[config.mk]
export PLATFORM = sky130hd
export DESIGN_NAME = sound_i2s_rx
export DESIGN_NICKNAME = d
export VERILOG_FILES = /design/src/rtl/sound_i2s_rx.sv
export SDC_FILE = /design/constraint.sdc
export NUM_CORES = 1
export LEC_CHECK = 0
export CELL_PAD_IN_SITES_DETAIL_PLACEMENT = 1
export CELL_PAD_IN_SITES_GLOBAL_PLACEMENT = 2
export CORE_MARGIN = 1
export CORE_UTILIZATION = 40
export DETAILED_ROUTE_END_ITERATION = 7
export PLACE_DENSITY_LB_ADDON = 0.1
export SLEW_MARGIN = 40
export SYNTH_ARGS = -nofsm -noshare
export SYNTH_HDL_FRONTEND = slang
export SYNTH_SLANG_ARGS = --single-unit
[constraint.sdc]
create_clock -name clk_audio -period 6.64 [get_ports clk_audio]
set_input_delay 1.66 -clock clk_audio [delete_from_list [all_inputs] [get_ports clk_audio]]
set_output_delay 1.66 -clock clk_audio [all_outputs]
set_load 0.01 [all_outputs]
[src/rtl/sound_i2s_rx.sv]
// I2S receiver: oversamples SCLK/LRCK/DIN in clk_audio and delivers left/right sample pairs.
// Optional macro SOUND_I2S_RX_MONO_EN adds a registered (l+r)/2 output, audio_mono.
module sound_i2s_rx #(
  parameter int CHANNEL_WIDTH = 16,
  parameter int SIGNED_OUTPUT = 1,
  parameter int SYNC_STAGES   = 2
) (
  input  logic                     clk_audio,
  input  logic                     reset_n,
  input  logic                     audio_sclk,
  input  logic                     audio_lrck,
  input  logic                     audio_din,
  output logic [CHANNEL_WIDTH-1:0] audio_l,
  output logic [CHANNEL_WIDTH-1:0] audio_r,
  output logic                     sample_valid,
  output logic                     frame_error
`ifdef SOUND_I2S_RX_MONO_EN
  ,
  output logic [CHANNEL_WIDTH-1:0] audio_mono
`endif
);

  localparam int CNT_W = $clog2(CHANNEL_WIDTH + 1);
  localparam int IDX_W = (CHANNEL_WIDTH > 1) ? $clog2(CHANNEL_WIDTH) : 1;
  localparam logic [CNT_W-1:0]         LAST_BIT = CNT_W'(CHANNEL_WIDTH - 1);
  localparam logic [CHANNEL_WIDTH-1:0] MSB_MASK = CHANNEL_WIDTH'(1) << (CHANNEL_WIDTH - 1);

  localparam logic [1:0] S_WAIT  = 2'd0;
  localparam logic [1:0] S_DELAY = 2'd1;
  localparam logic [1:0] S_SHIFT = 2'd2;
  localparam logic [1:0] S_PAD   = 2'd3;

  function automatic logic [CHANNEL_WIDTH-1:0] f_fmt(input logic [CHANNEL_WIDTH-1:0] w);
    return (SIGNED_OUTPUT != 0) ? w : (w ^ MSB_MASK);
  endfunction

`ifdef SOUND_I2S_RX_MONO_EN
  function automatic logic [CHANNEL_WIDTH-1:0] f_mono(input logic [CHANNEL_WIDTH-1:0] a,
                                                       input logic [CHANNEL_WIDTH-1:0] b);
    logic [CHANNEL_WIDTH:0] s;
    if (SIGNED_OUTPUT != 0) s = {a[CHANNEL_WIDTH-1], a} + {b[CHANNEL_WIDTH-1], b};
    else                    s = {1'b0, a} + {1'b0, b};
    return s[CHANNEL_WIDTH:1];
  endfunction
`endif

  logic [SYNC_STAGES-1:0]   r_sclk_sync;
  logic [SYNC_STAGES-1:0]   r_lrck_sync;
  logic [SYNC_STAGES-1:0]   r_din_sync;
  logic                     r_sclk_prev;
  logic                     r_lrck_prev;
  logic [1:0]               r_state;
  logic                     r_chan;
  logic [CNT_W-1:0]         r_bit_cnt;
  logic [CHANNEL_WIDTH-1:0] r_shift;
  logic [CHANNEL_WIDTH-1:0] r_left_hold;
  logic                     r_left_short;
  logic                     r_have_left;
  logic [CHANNEL_WIDTH-1:0] r_audio_l;
  logic [CHANNEL_WIDTH-1:0] r_audio_r;
  logic                     r_valid;
  logic                     r_ferr;

  logic                     w_sclk;
  logic                     w_lrck;
  logic                     w_din;
  logic                     w_sclk_fall;
  logic                     w_lrck_chg;
  logic [IDX_W-1:0]         w_idx;
  logic [CHANNEL_WIDTH-1:0] w_shift_next;
  logic [CHANNEL_WIDTH-1:0] w_word;
  logic                     w_done;
  logic                     w_short;
  logic                     w_new_slot;

  assign w_sclk      = r_sclk_sync[SYNC_STAGES-1];
  assign w_lrck      = r_lrck_sync[SYNC_STAGES-1];
  assign w_din       = r_din_sync[SYNC_STAGES-1];
  assign w_sclk_fall = r_sclk_prev & ~w_sclk;
  assign w_lrck_chg  = w_lrck ^ r_lrck_prev;
  assign w_idx       = IDX_W'(CHANNEL_WIDTH - 1) - r_bit_cnt[IDX_W-1:0];

  // All three inputs go through equal-depth chains so lrck/din line up with the SCLK edge.
  always_ff @(posedge clk_audio or negedge reset_n) begin
    if (!reset_n) begin
      r_sclk_sync <= '0;
      r_lrck_sync <= '0;
      r_din_sync  <= '0;
      r_sclk_prev <= 1'b0;
    end else begin
      r_sclk_sync <= {r_sclk_sync[SYNC_STAGES-2:0], audio_sclk};
      r_lrck_sync <= {r_lrck_sync[SYNC_STAGES-2:0], audio_lrck};
      r_din_sync  <= {r_din_sync[SYNC_STAGES-2:0], audio_din};
      r_sclk_prev <= w_sclk;
    end
  end

  // Bits are written by position so a word cut short stays left-justified with zero LSBs.
  always_comb begin
    w_shift_next        = r_shift;
    w_shift_next[w_idx] = w_din;
    w_word              = w_shift_next;
    w_done              = 1'b0;
    w_short             = 1'b0;
    w_new_slot          = 1'b0;
    if (w_sclk_fall) begin
      case (r_state)
        S_WAIT:  w_new_slot = r_lrck_prev & ~w_lrck;
        S_DELAY, S_SHIFT: begin
          if (w_lrck_chg) begin
            w_done     = 1'b1;
            w_short    = 1'b1;
            w_word     = r_shift;
            w_new_slot = 1'b1;
          end else if (r_bit_cnt == LAST_BIT) begin
            w_done = 1'b1;
          end
        end
        S_PAD:   w_new_slot = w_lrck_chg;
        default: w_new_slot = 1'b0;
      endcase
    end
  end

  // The fall that reveals an LRCK change is the discarded delay slot of the new word.
  always_ff @(posedge clk_audio or negedge reset_n) begin
    if (!reset_n) begin
      r_lrck_prev <= 1'b0;
      r_state     <= S_WAIT;
      r_chan      <= 1'b0;
      r_bit_cnt   <= '0;
      r_shift     <= '0;
    end else if (w_sclk_fall) begin
      r_lrck_prev <= w_lrck;
      if (w_new_slot) begin
        r_state   <= S_DELAY;
        r_chan    <= w_lrck;
        r_bit_cnt <= '0;
        r_shift   <= '0;
      end else if (w_done) begin
        r_state <= S_PAD;
      end else if (r_state == S_DELAY || r_state == S_SHIFT) begin
        r_state   <= S_SHIFT;
        r_shift   <= w_shift_next;
        r_bit_cnt <= r_bit_cnt + CNT_W'(1);
      end
    end
  end

  // A right word only publishes when a left word has been held since the last commit.
  always_ff @(posedge clk_audio or negedge reset_n) begin
    if (!reset_n) begin
      r_left_hold  <= '0;
      r_left_short <= 1'b0;
      r_have_left  <= 1'b0;
      r_audio_l    <= '0;
      r_audio_r    <= '0;
      r_valid      <= 1'b0;
      r_ferr       <= 1'b0;
    end else begin
      r_valid <= 1'b0;
      r_ferr  <= 1'b0;
      if (w_done) begin
        if (!r_chan) begin
          r_left_hold  <= w_word;
          r_left_short <= w_short;
          r_have_left  <= 1'b1;
        end else if (r_have_left) begin
          r_audio_l   <= f_fmt(r_left_hold);
          r_audio_r   <= f_fmt(w_word);
          r_valid     <= 1'b1;
          r_ferr      <= r_left_short | w_short;
          r_have_left <= 1'b0;
        end
      end
    end
  end

`ifdef SOUND_I2S_RX_MONO_EN
  logic [CHANNEL_WIDTH-1:0] r_mono;

  always_ff @(posedge clk_audio or negedge reset_n) begin
    if (!reset_n) begin
      r_mono <= '0;
    end else if (w_done && r_chan && r_have_left) begin
      r_mono <= f_mono(f_fmt(r_left_hold), f_fmt(w_word));
    end
  end

  assign audio_mono = r_mono;
`endif

  assign audio_l      = r_audio_l;
  assign audio_r      = r_audio_r;
  assign sample_valid = r_valid;
  assign frame_error  = r_ferr;

endmodule

## Yosys cells after proc, flatten, opt, wreduce, memory -nomap -nowiden

Cells that the tools add are included.

- Register bits after elaboration: 84
- Bits of input ports: 5

- Reductions and logical operators: 11
- $lt $le $gt $ge: 2
- Mux-type cells: 31
- Eq/ne operators: 5
- Bitwise operators: 7
- Add/subtract/negate cells: 2

Operators with widths:

| operator | number |
|---|---|
| 16-bit two-way mux | 6 |
| 16-bit bitwise mux | 1 |
| 1-bit two-way mux | 16 |
| 5-bit two-way mux | 3 |
| 2-bit two-way mux | 3 |
| 2-bit AND reduction | 3 |
| 3-bit AND reduction | 2 |
| 5-bit by 1-bit adder with 5-bit output (second input constant) | 1 |
| 5-bit by 4-bit equality test with 1-bit output (second input constant) | 1 |
| 4-bit by 5-bit less-than comparator with 1-bit output (second input constant) | 1 |
| 1-bit demux with 4-bit select | 1 |
| 2-bit equality test (second input constant) | 2 |
| 4-bit by 1-bit greater-or-equal comparator with 1-bit output (second input constant) | 1 |
| 4-bit subtractor (first input constant) | 1 |
| 1-bit NOT | 3 |
| 1-bit case mux with 3 select lines | 1 |
| 3-bit nonzero test | 1 |
| 1-bit AND | 2 |
| 2-bit by 1-bit equality test with 1-bit output (second input constant) | 1 |
| 2-bit logical NOT | 1 |
| 2-bit by 1-bit != test with 1-bit output (second input constant) | 1 |
| 2-bit nonzero test | 1 |
| 2-bit OR reduction | 1 |
| 1-bit logical AND | 1 |
| 3 further kinds | 3 |

## Depth between registers and ports, before layout

Gate-level depths: netlist of the first run.

- Depth after elaboration: 9
- Gate-level depth with buffers: 12
- Depth with buffers taken out: 7

## Worst setup path before layout of the first run

Ideal clock, no wire load.

- Path kind: register to register
- Start: register r_bit_cnt[0]
- End: register r_audio_l[10] (netlist: audio_l[10])
- Required time: 6.515 ns
- Setup time: 0.125 ns
- Cell stages (with the launch flop): 12
- Slack: 4.286 ns
- Arrival time: 2.230 ns
- Cells stage by stage: dfrtp_1 > ha_1 > clkbuf_1 > nand3_1 > inv_1 > ha_1 > nand2b_1 > buf_2 > and3_1 > buf_2 > buf_4 > mux2_2

- Longest elaborated chain between the ends: 6

RTL lines:

| what | line | text |
|---|---|---|
| start: declaration | 54 | `logic [CNT_W-1:0] r_bit_cnt;` |
| start signal: assignment | 145 | `r_bit_cnt <= r_bit_cnt + CNT_W'(1);` |
| 5-bit by 4-bit equality test with 1-bit output | 115 | `end else if (r_bit_cnt == LAST_BIT) begin` |
| 1-bit two-way mux | 115 |  |
| 1-bit two-way mux | 110 | `if (w_lrck_chg) begin` |
| 1-bit two-way mux | 107 | `case (r_state)` |
| 1-bit two-way mux | 106 | `if (w_sclk_fall) begin` |
| 3-bit AND reduction (no source line) | -- |  |
| end signal: assignment | 169 | `r_audio_l <= f_fmt(r_left_hold);` |
| end: declaration | 59 | `logic [CHANNEL_WIDTH-1:0] r_audio_l;` |

No other way between the ends.
A chain may end at the register's enable or synchronous reset.

## Worst setup path in the final report of the first run

- Start: register r_audio_l[7] (netlist: audio_l[7])
- End: output audio_l[7]

RTL lines:

| what | line | text |
|---|---|---|
| end: declaration | 13 | `output logic [CHANNEL_WIDTH-1:0] audio_l,` |

No word-level cell between the ends.

==> results.rst, run 1 <==
.. list-table::
   :header-rows: 1

   * - Metric
     - Value
   * - Worst-path cell with the longest stage delay
     - clkdlybuf4s50_1
   * - Die area
     - 0.01013 sq mm
   * - First-pass GRT wire length
     - 17.17 mm
   * - Fillcell total
     - 1030
   * - Status
     - complete, no violations
   * - Leading cell type in the layout, fill and taps excluded
     - dfrtp_1
   * - Final count of negative-setup-slack endpoints
     - 0
   * - Number of buffers inserted for hold repair after clock tree synthesis
     - 0
   * - Power density cells
     - 394.5 mW/mm^2
   * - Worst-case setup slack after placement
     - around 4000 ps
   * - Biggest fanout along the worst timing path
     - 2
   * - Max cap viols
     - 0
   * - Area of placed instances
     - 0.004318 sq mm
   * - Worst min-delay path category
     - reg2reg
   * - Via count of the first global-routing pass
     - 3052
   * - Final critical-path required period
     - 2928 ps
   * - Most used cells in the layout excluding fill and tap cells
     - dfrtp_1, a31oi_1, clkdlybuf4s50_1
   * - Number of antenna violations at the first check in global routing
     - 0
   * - Total DRC errors in the routed layout
     - 0
   * - CP max stage delay
     - 560 ps
   * - Sort of element at the end of the critical path
     - output pin
   * - Worst EP required
     - 4980 ps
   * - Via/cell ratio
     - 5.932
   * - Final Hold Vio Count
     - 0
   * - Max clock buf depth
     - 2
   * - Iteration-0 DRC count of the detailed router
     - about 120
   * - Standard-cell rows
     - 35
   * - Clk_lat worst skew
     - roughly 360 ps
   * - CTS tree
     - done
   * - Die span in x
     - between 100 and 150 microns
   * - Setup tns final
     - 0 ps
   * - Number of routed nets with antenna violations
     - 0
   * - Hold wc startpoint
     - r_din_sync[0]
   * - Chip Height
     - 100.7 microns
   * - Buffers added on ports
     - 38
   * - Std-Cell Core Area
     - 0.009328 sq mm
   * - Inserted Diodes
     - 0
   * - Post-synthesis net count
     - about 380
   * - Headroom to the max-slew limit
     - 0.4408
   * - FF+latch area
     - 0.002102 sq mm
   * - Count of instances resized after the clock tree is built
     - 0
   * - Final cell count without fillers
     - 517
   * - Pin count of the biggest net entering global routing
     - 84
   * - Largest vdd supply drop
     - 0.1319 mV
   * - Final worst clock skew
     - 11.21 ps
   * - Highest attainable clock frequency
     - 341.5 MHz
   * - Number of nets in the finished design
     - 395
   * - Endpoint arrival time on the critical path
     - roughly 1300 ps
   * - Synth Instances
     - 363
   * - First-pass iteration count of the detailed router
     - 4
   * - Top-Level Pins
     - 39
   * - Area taken by multi-input logic gates
     - 0.001588 sq mm
   * - Register-to-register setup slack
     - 3940 ps
   * - Setup Crit Path Kind
     - reg2out
   * - Worst setup startpoint
     - audio_l[7]
   * - RSZ-0062 raised after global routing
     - false
   * - Hold Crit Depth
     - 0
   * - Grt ovf
     - 0
   * - WL per Instance
     - 20.31 microns
   * - Worst reg2reg path depth
     - 7
   * - Yosys warning count
     - 0
   * - Total track usage
     - 0.2250
   * - FF-to-FF Start
     - r_bit_cnt[3]
   * - Fraction of layout instances using a drive strength above 1
     - 0.1134
   * - Crit path cell chain
     - clkdlybuf4s50_1
   * - Fraction of the yosys area taken by sequential cells
     - 0.5398
   * - Largest delay contributor family on the critical path
     - buffers and inverters
   * - Count of different cell masters after synthesis
     - 39
   * - Summed area of non-filler cells in the final layout
     - 0.004541 sq mm
   * - Element type at the critical path start
     - flop
   * - Total half-perimeter wirelength after legalization and detailed placement
     - 6.788 mm
   * - Slew of the pin with the lowest slew margin
     - about 840 ps
   * - Area Overhead vs Synth
     - 16.61%
   * - Number of instances in the placed design
     - 500
   * - Number of max-slew violations in the final report
     - 0
   * - Final worst-path setup slack
     - 3712 ps
   * - Clock root buffer master
     - clkbuf_8
   * - Depth of the critical timing path with buffers and inverters included
     - 1
   * - Leakage
     - 1.805 nW
   * - Post-route clock period utilization
     - 0.4410
   * - Initial core utilization
     - 0.4174
   * - Mapped Avg Cell Area
     - ~11 sq um
   * - Post-Route WL
     - 10.50 mm
   * - Number of clock sinks seen by CTS
     - 84
   * - Post-CTS setup buffers
     - 0
   * - RD Place Congestion
     - about 0.78
   * - Yosys reg bits
     - 84
   * - Register clock-pin slew on the reported worst setup and hold paths
     - 80 ps
   * - Inserted Clock Buffers
     - 9
   * - Buffers & Inverters on Critical Path
     - 1
   * - Synthesized area
     - 0.003894 sq mm
   * - H-Tree Level Count
     - 3
   * - Vias
     - 3067
through the flow:
step	power (W)	util	hold WS, ps
floorplan	0.001122	-	331.2
global placement	0.001399	0.4618	332.0
detailed placement	0.001426	0.4629	335.8
CTS	0.001806	0.4844	357.0
global route	0.001909	0.4868	361.9
finish	0.001791	0.4868	352.0
synthesized netlist by cell type:
master / instances / area, sq um
and3_1: 1 / 6.260
nor2b_1: 2 / 12.51
nor3_2: 1 / 10.01
and2_1: 1 / 6.260
mux2_1: 4 / 45.04
buf_1: 3 / 11.26
mux2i_1: 1 / 10.01
nor2_1: 3 / 11.26
clkbuf_1: 17 / 63.81
nand4bb_1: 4 / 45.04
o21ai_0: 28 / 140.1
a21oi_2: 4 / 35.03
o21a_1: 1 / 7.510
a21oi_1: 19 / 95.09
nand2b_1: 3 / 18.77
mux2_2: 12 / 135.1
or3_1: 24 / 150.1
nand4_1: 14 / 87.58
buf_6: 1 / 11.26
buf_2: 10 / 50.05
and4bb_2: 1 / 12.51
o21bai_1: 1 / 7.510
a31oi_1: 64 / 400.4
clkinv_1: 1 / 3.750
nand4b_1: 4 / 35.03
and3b_1: 1 / 8.760
inv_1: 14 / 52.55
or4b_1: 1 / 10.01
buf_4: 4 / 30.03
nand2_1: 2 / 7.510
a211oi_1: 1 / 7.510
dfrtp_1: 84 / 2102
nand3b_1: 5 / 37.54
ha_1: 7 / 87.58
o41ai_1: 8 / 70.07
nand3_1: 7 / 35.03
or2_2: 1 / 6.260
o31ai_1: 3 / 22.52
o21ai_1: 1 / 5.000
cells by family (layout without fill, tap and decap cells):
logic type / after synthesis / in the layout / synth area share
DFF: 84 / 84 / 0.5398
adders and majority gates: 7 / 7 / 0.02249
AOI/OAI and AO/OA: 130 / 130 / 0.2031
muxes: 17 / 17 / 0.04884
and+or+nand+nor: 75 / 75 / 0.1285
buffers and inverters: 50 / 75 / 0.05720
flip-flops by register name, indices dropped and copies added, names as in the netlist:
| signal | flops |
|---|---|
| audio_l | 16 |
| audio_r | 16 |
| r_left_hold | 16 |
| r_shift | 16 |
| r_bit_cnt | 5 |
| r_din_sync | 2 |
| r_lrck_sync | 2 |
| r_sclk_sync | 2 |
| r_state | 2 |
| frame_error | 1 |
| r_chan | 1 |
| r_have_left | 1 |
| r_left_short | 1 |
| r_lrck_prev | 1 |
| r_sclk_prev | 1 |
| sample_valid | 1 |
area by class of cell:
type	instances	share of cell area
Clock buffer	11	0.03114
Clock inverter	5	0.01295
Inverter	15	0.01240
Multi-Input combinational cell	229	0.3497
Sequential cell	84	0.4629
Tap cell	129	0.03555
Timing Repair Buffer	44	0.09534
worst register-to-register path, stage by stage (launching register included):
cell      delay (ps)
dfrtp_1          900
nand3_1          210
inv_1            140
ha_1             250
nand2b_1         150
and3_1           170
buf_4            380
mux2_2           400
per-layer routing:
layer	GRT usage	wire length, microns	share of wire
met3	0.03467	315	0.030
met5	0	0	0
met1	0.3224	5191	0.49
met4	0.07358	146	0.014
met2	0.3498	4845	0.46
report_power, final:
group	internal, W	switching (W)	total (W)
Clock	0.000185	0.000192	0.000377
Sequential	0.000670	0.000101	0.000771
Combinational	0.000288	0.000355	0.000643
Total	0.00114	0.000648	0.00179
path summary, 6_finish.rpt:
| check | to |
|---|---|
| setup / recovery | audio_l[7] |
| hold / removal | r_din_sync[1] |
| setup reg to reg | audio_l[8] |
| hold reg to reg | r_din_sync[1] |
| max in group asynchronous | r_lrck_prev |
| min in group asynchronous | sample_valid |
Power figures use the tool's default switching activity.
==> run 2: changes to the inputs <==
CORE_UTILIZATION = 37   (was 40)
clock period = 2.86 ns   (was 6.64 ns; I/O delays follow)
==> results.rst, run 2 (synthesis gave the netlist of run 1 again) <==
.. list-table::
   :header-rows: 1

   * - Metric
     - Value
   * - Status
     - finished with violations
   * - Violated checks
     - DRC
   * - Worst min-delay path category
     - in2async
   * - Final count of negative-setup-slack endpoints
     - 0
   * - Total track usage
     - 0.2037
   * - WL per Instance
     - slightly below 20 microns
   * - Via count of the first global-routing pass
     - 3108
   * - Worst-path cell with the longest stage delay
     - o41ai_1
   * - Die span in x
     - between 100 and 150 microns
   * - Largest delay contributor family on the critical path
     - compound AO/OA/AOI/OAI gates
   * - Fillcell total
     - roughly 1.1k
   * - Depth of the critical timing path with buffers and inverters included
     - 6
   * - Post-CTS setup buffers
     - 0
   * - Crit path cell chain
     - inv_1 -> ha_1 -> and4bb_2 -> o41ai_1 -> buf_4 -> a31oi_1
   * - Total half-perimeter wirelength after legalization and detailed placement
     - approximately 7 mm
   * - Chip Height
     - 104.6 microns
   * - Leading cell type in the layout, fill and taps excluded
     - dfrtp_1
   * - Total DRC errors in the routed layout
     - 2
   * - Iteration-0 DRC count of the detailed router
     - between 100 and 150
   * - Max cap viols
     - 0
   * - Headroom to the max-slew limit
     - 0.5035
   * - Post-Route M1 WL
     - 5.169 mm
   * - CP max stage delay
     - 660 ps
   * - Buffers & Inverters on Critical Path
     - 2
   * - Largest vdd supply drop
     - ~0.28 mV
   * - Number of nets in the finished design
     - about 400
   * - H-Tree Level Count
     - 3
   * - Final critical-path required period
     - about 2400 ps
   * - Element type at the critical path start
     - flop
   * - Top-Level Pins
     - 39
   * - Sort of element at the end of the critical path
     - flop
   * - Slew of the pin with the lowest slew margin
     - 735.1 ps
   * - Die area
     - 0.01094 sq mm
   * - Clock root buffer master
     - clkbuf_8
   * - Biggest fanout along the worst timing path
     - 24
   * - First-pass iteration count of the detailed router
     - 6
   * - Count of instances resized after the clock tree is built
     - 0
   * - Post-Route WL
     - 10.29 mm
   * - Inserted Diodes
     - 0
   * - Buffers added on ports
     - 38
   * - Number of routed nets with antenna violations
     - 0
   * - Uppermost layer routed
     - met4
   * - First-pass GRT wire length
     - 17.29 mm
   * - Fraction of layout instances using a drive strength above 1
     - 0.1288
   * - Area Overhead vs Synth
     - 18.61%
   * - Number of buffers inserted for hold repair after clock tree synthesis
     - 0
   * - Number of max-slew violations in the final report
     - 0
   * - Number of clock sinks seen by CTS
     - 84
   * - Most used cells in the layout excluding fill and tap cells
     - dfrtp_1, a31oi_1, clkdlybuf4s50_1
   * - Worst EP required
     - 3100 ps
   * - Final Hold Vio Count
     - 0
   * - RD Place Congestion
     - 0.7482
   * - Max clock buf depth
     - 2
   * - Register clock-pin slew on the reported worst setup and hold paths
     - 80 ps
   * - Power density cells
     - 912.7 mW/mm^2
   * - Clk_lat worst skew
     - between 300 and 400 ps
   * - Leakage
     - approximately 1.9 nW
   * - CTS tree
     - done
   * - Final worst clock skew
     - 8.171 ps
   * - Highest attainable clock frequency
     - approximately 410 MHz
   * - Setup Crit Path Kind
     - reg2reg
   * - Post-route core utilization
     - 0.4494
   * - Setup tns final
     - 0 ps
   * - Endpoint arrival time on the critical path
     - 2650 ps
   * - Worst reg2reg path depth
     - 6
   * - Grt ovf
     - 0
   * - Initial core utilization
     - 0.3789
   * - Inserted Clock Buffers
     - 9
   * - Post-route clock period utilization
     - 0.8448
   * - Met3 wirelength from detailed routing
     - 341 microns
   * - Met2 WL
     - roughly 4.6 mm
   * - Number of antenna violations at the first check in global routing
     - 0
   * - RSZ-0062 raised after global routing
     - false
   * - Register-to-register setup slack
     - 440 ps
   * - Standard-cell rows
     - 37
   * - Vias
     - 3085
   * - Std-Cell Core Area
     - 0.01028 sq mm
   * - Hold_ws
     - 246.4 ps
   * - Via/cell ratio
     - 5.799
   * - Pin count of the biggest net entering global routing
     - 61
==> run 2: worst paths after layout <==
kind                                start               to
hold reg to reg            r_sclk_sync[0]   r_sclk_sync[1]
max in group asynchronous         reset_n  r_left_hold[11]
setup / recovery               r_state[0]      audio_r[12]
hold / removal                    reset_n       audio_l[1]
setup reg to reg               r_state[0]      audio_r[12]
min in group clk_audio     r_sclk_sync[0]   r_sclk_sync[1]
==> run 2: power breakdown <==
group          internal (W)  switching, W  total [W]
sequential          0.00156      0.000217    0.00177
combinational      0.000684      0.000826    0.00151
clock              0.000498      0.000435   0.000933
total               0.00274       0.00148    0.00422
==> run 2: worst reg2reg max path: stages (launching register included) <==
cell      delay (ps)
dfrtp_1          350
inv_1             50
ha_1             460
and4bb_2         480
o41ai_1          660
buf_4            230
a31oi_1           70
==> run 2: final cells by class <==
type                       instances  area, sq um  area share
tap                              136        170.2     0.03685
inverter                          15        56.30     0.01219
multi-input combinational        229         1573      0.3406
timing repair buffer              52        495.5      0.1073
clock buffer                      13        178.9     0.03874
clock inverter                     3        42.54    0.009212
sequential                        84         2102      0.4552
==> run 2: per-stage QoR <==
step           worst slack (ps)  cell area [sq um]  power (W)  cells
2_1_floorplan             505.6               3894   0.002604    363
3_3_place_gp              497.3               4397   0.003309    516
3_5_place_dp              490.7               4397   0.003333    516
4_1_cts                   480.8               4618   0.004263    532
5_1_grt                   346.4               4618   0.004492    532
6_report                  443.8               4618   0.004215    532
==> run 2: routing by layer <==
metal | up-vias | track usage
met5 | - | 0
met4 | 0 | 0.08551
met3 | 9 | 0.02495
met2 | 75 | 0.2999
met1 | 1562 | 0.3023
li1 | 1439 | -
==> run 3: changes to the inputs <==
CORE_UTILIZATION = 34   (was 37)
clock period = 2.03 ns   (was 2.86 ns; I/O delays follow)
==> results.rst, run 3 (synthesis gave the netlist of run 1 again) <==
.. list-table::
   :header-rows: 1

   * - Metric
     - Value
   * - Status
     - complete, no violations
   * - Std-Cell Core Area
     - 0.01098 sq mm
   * - Number of nets in the finished design
     - 434
   * - Via/cell ratio
     - ~5.8
   * - Register clock-pin slew on the reported worst setup and hold paths
     - approximately 60 ps
   * - Area Overhead vs Synth
     - 32.46%
   * - FF+latch area
     - about 0.0021 sq mm
   * - Final Hold Vio Count
     - 0
   * - H-Tree Level Count
     - 3
   * - Number of antenna violations at the first check in global routing
     - 0
   * - Post-Route WL
     - between 10 and 15 mm
   * - FF-to-FF Start
     - r_bit_cnt[0]
   * - Area of placed instances
     - 0.004682 sq mm
   * - Number of buffers inserted for hold repair after clock tree synthesis
     - 0
   * - Via count of the first global-routing pass
     - 3371
   * - Worst setup startpoint
     - r_bit_cnt[0]
   * - Slew of the pin with the lowest slew margin
     - 700.6 ps
   * - Buffers added on ports
     - 38
   * - Final count of negative-setup-slack endpoints
     - 0
   * - CTS tree
     - done
   * - Vias
     - 3262
   * - Final worst-path setup slack
     - 35.40 ps
   * - Power density cells
     - 1291 mW/mm^2
   * - Setup Crit Path Kind
     - reg2reg
   * - Clock root buffer master
     - clkbuf_16
   * - RD Place Congestion
     - 0.8024
   * - Chip Height
     - 109.0 microns
   * - Total DRC errors in the routed layout
     - 0
   * - Die span in x
     - roughly 110 microns
   * - Final worst clock skew
     - 7.871 ps
   * - Inserted Diodes
     - 0
   * - Hold_ws
     - 206.0 ps
   * - Leading cell type in the layout, fill and taps excluded
     - dfrtp_1
   * - WL per Instance
     - 21.08 microns
   * - Area taken by multi-input logic gates
     - 0.001740 sq mm
   * - Most used cells in the layout excluding fill and tap cells
     - dfrtp_1, a31oi_1, clkdlybuf4s50_1
   * - Met1 capacity usage during global routing
     - 0.2960
   * - Fraction of layout instances using a drive strength above 1
     - 0.2441
   * - First-pass iteration count of the detailed router
     - 4
   * - Grt ovf
     - 0
   * - Endpoint arrival time on the critical path
     - 2230 ps
   * - Leakage
     - 2.063 nW
   * - Number of max-slew violations in the final report
     - 0
   * - Post-route clock period utilization
     - 0.9826
   * - Iteration-0 DRC count of the detailed router
     - between 150 and 200
   * - Global routing usage on met2
     - 0.3365
   * - Number of clock sinks seen by CTS
     - 84
   * - Fillcell total
     - 1223
   * - Post-route core utilization
     - 0.4696
   * - RSZ-0062 raised after global routing
     - true
   * - Worst EP required
     - 2260 ps
   * - Worst min-delay path category
     - in2async
   * - Clk_lat worst skew
     - 350 ps
   * - Total track usage
     - 0.2133
   * - Gr busiest metal
     - met2
   * - Die area
     - between 0.01 and 0.015 sq mm
   * - Worst-case setup slack after placement
     - -91.38 ps
   * - Pin count of the biggest net entering global routing
     - 85
   * - Max clock buf depth
     - 2
   * - Total half-perimeter wirelength after legalization and detailed placement
     - 7.721 mm
   * - Sort of element at the end of the critical path
     - flop
   * - Standard-cell rows
     - 38
   * - Inserted Clock Buffers
     - 9
   * - Headroom to the max-slew limit
     - 0.5324
   * - Element type at the critical path start
     - flop
   * - First-pass GRT wire length
     - 18.89 mm
   * - Biggest fanout along the worst timing path
     - 6
   * - Largest vdd supply drop
     - around 0.58 mV
   * - Max cap viols
     - 0
   * - Initial core utilization
     - 0.3545
   * - Met3 capacity usage during global routing
     - 0.04304
   * - Highest attainable clock frequency
     - 501.4 MHz
   * - Summed area of non-filler cells in the final layout
     - 0.005157 sq mm
   * - Final critical-path required period
     - between 1500 and 2000 ps
   * - Number of routed nets with antenna violations
     - 0
   * - Top-Level Pins
     - 39
## run 3: changes by cell type in the layout (fill, tap and decap cells not counted), moves of 5 or more
cell       change
buf_4         +22
mux2_4        +15
clkbuf_8      -13
clkbuf_16     +11
mux2_2        -11
ha_1           -5
## run 3: layout make-up
| type | instances | share of cell area |
|---|---|---|
| flip-flops and latches | 84 | 0.4076 |
| repair buffers | 83 | 0.1599 |
| well taps | 140 | 0.03396 |
| clock buffers | 10 | 0.04440 |
| inverters | 15 | 0.01092 |
| clock inverters | 5 | 0.005822 |
| multi-input cells | 229 | 0.3375 |
## run 3: repair_timing
item,CTS,global route
setup endpoints to repair,10,56
pin swaps,0,3
cloned,0,2
resized for setup,4,19
buffers inserted,0,6
## run 3: metrics by stage
stage                     total power (W)  cells  TNS, ps
final                            0.006659    566        0
after global routing             0.007080    566   -182.1
after global placement           0.004993    543   -129.8
after detailed placement         0.005056    543   -343.6
after CTS                        0.006584    558        0
after floorplan                  0.003757    363   -831.8
## run 3: report_power, final
group          switching, W  internal, W  total (W)
Sequential         0.000318      0.00220    0.00252
Clock              0.000678     0.000816    0.00149
Combinational       0.00134      0.00131    0.00265
## run 3: worst paths after layout
kind                                  end  slack (ps)  depth (start not counted)
max                            audio_l[5]          40                         10
min                            audio_l[5]         210                          2
max reg2reg                    audio_l[5]          40                         10
min reg2reg                r_lrck_sync[1]         350                          0
max in group asynchronous     r_shift[10]        1490                          2
min in group clk_audio     r_lrck_sync[1]         350                          0
## run 3: layer usage
layer  vias up  share of wire
li1       1502              -
met1      1689           0.49
met2        58           0.47
met3        13          0.034
met4         0          0.012
met5         -              0
## run 3: worst max-delay path, stage by stage, from the launching register on
cell       delay, ps
dfrtp_1          390
ha_2             200
nand3_2           80
inv_2             60
ha_4             160
buf_6            110
nand2b_4         130
and3_4           160
buf_12           130
clkbuf_16        150
mux2_4           300
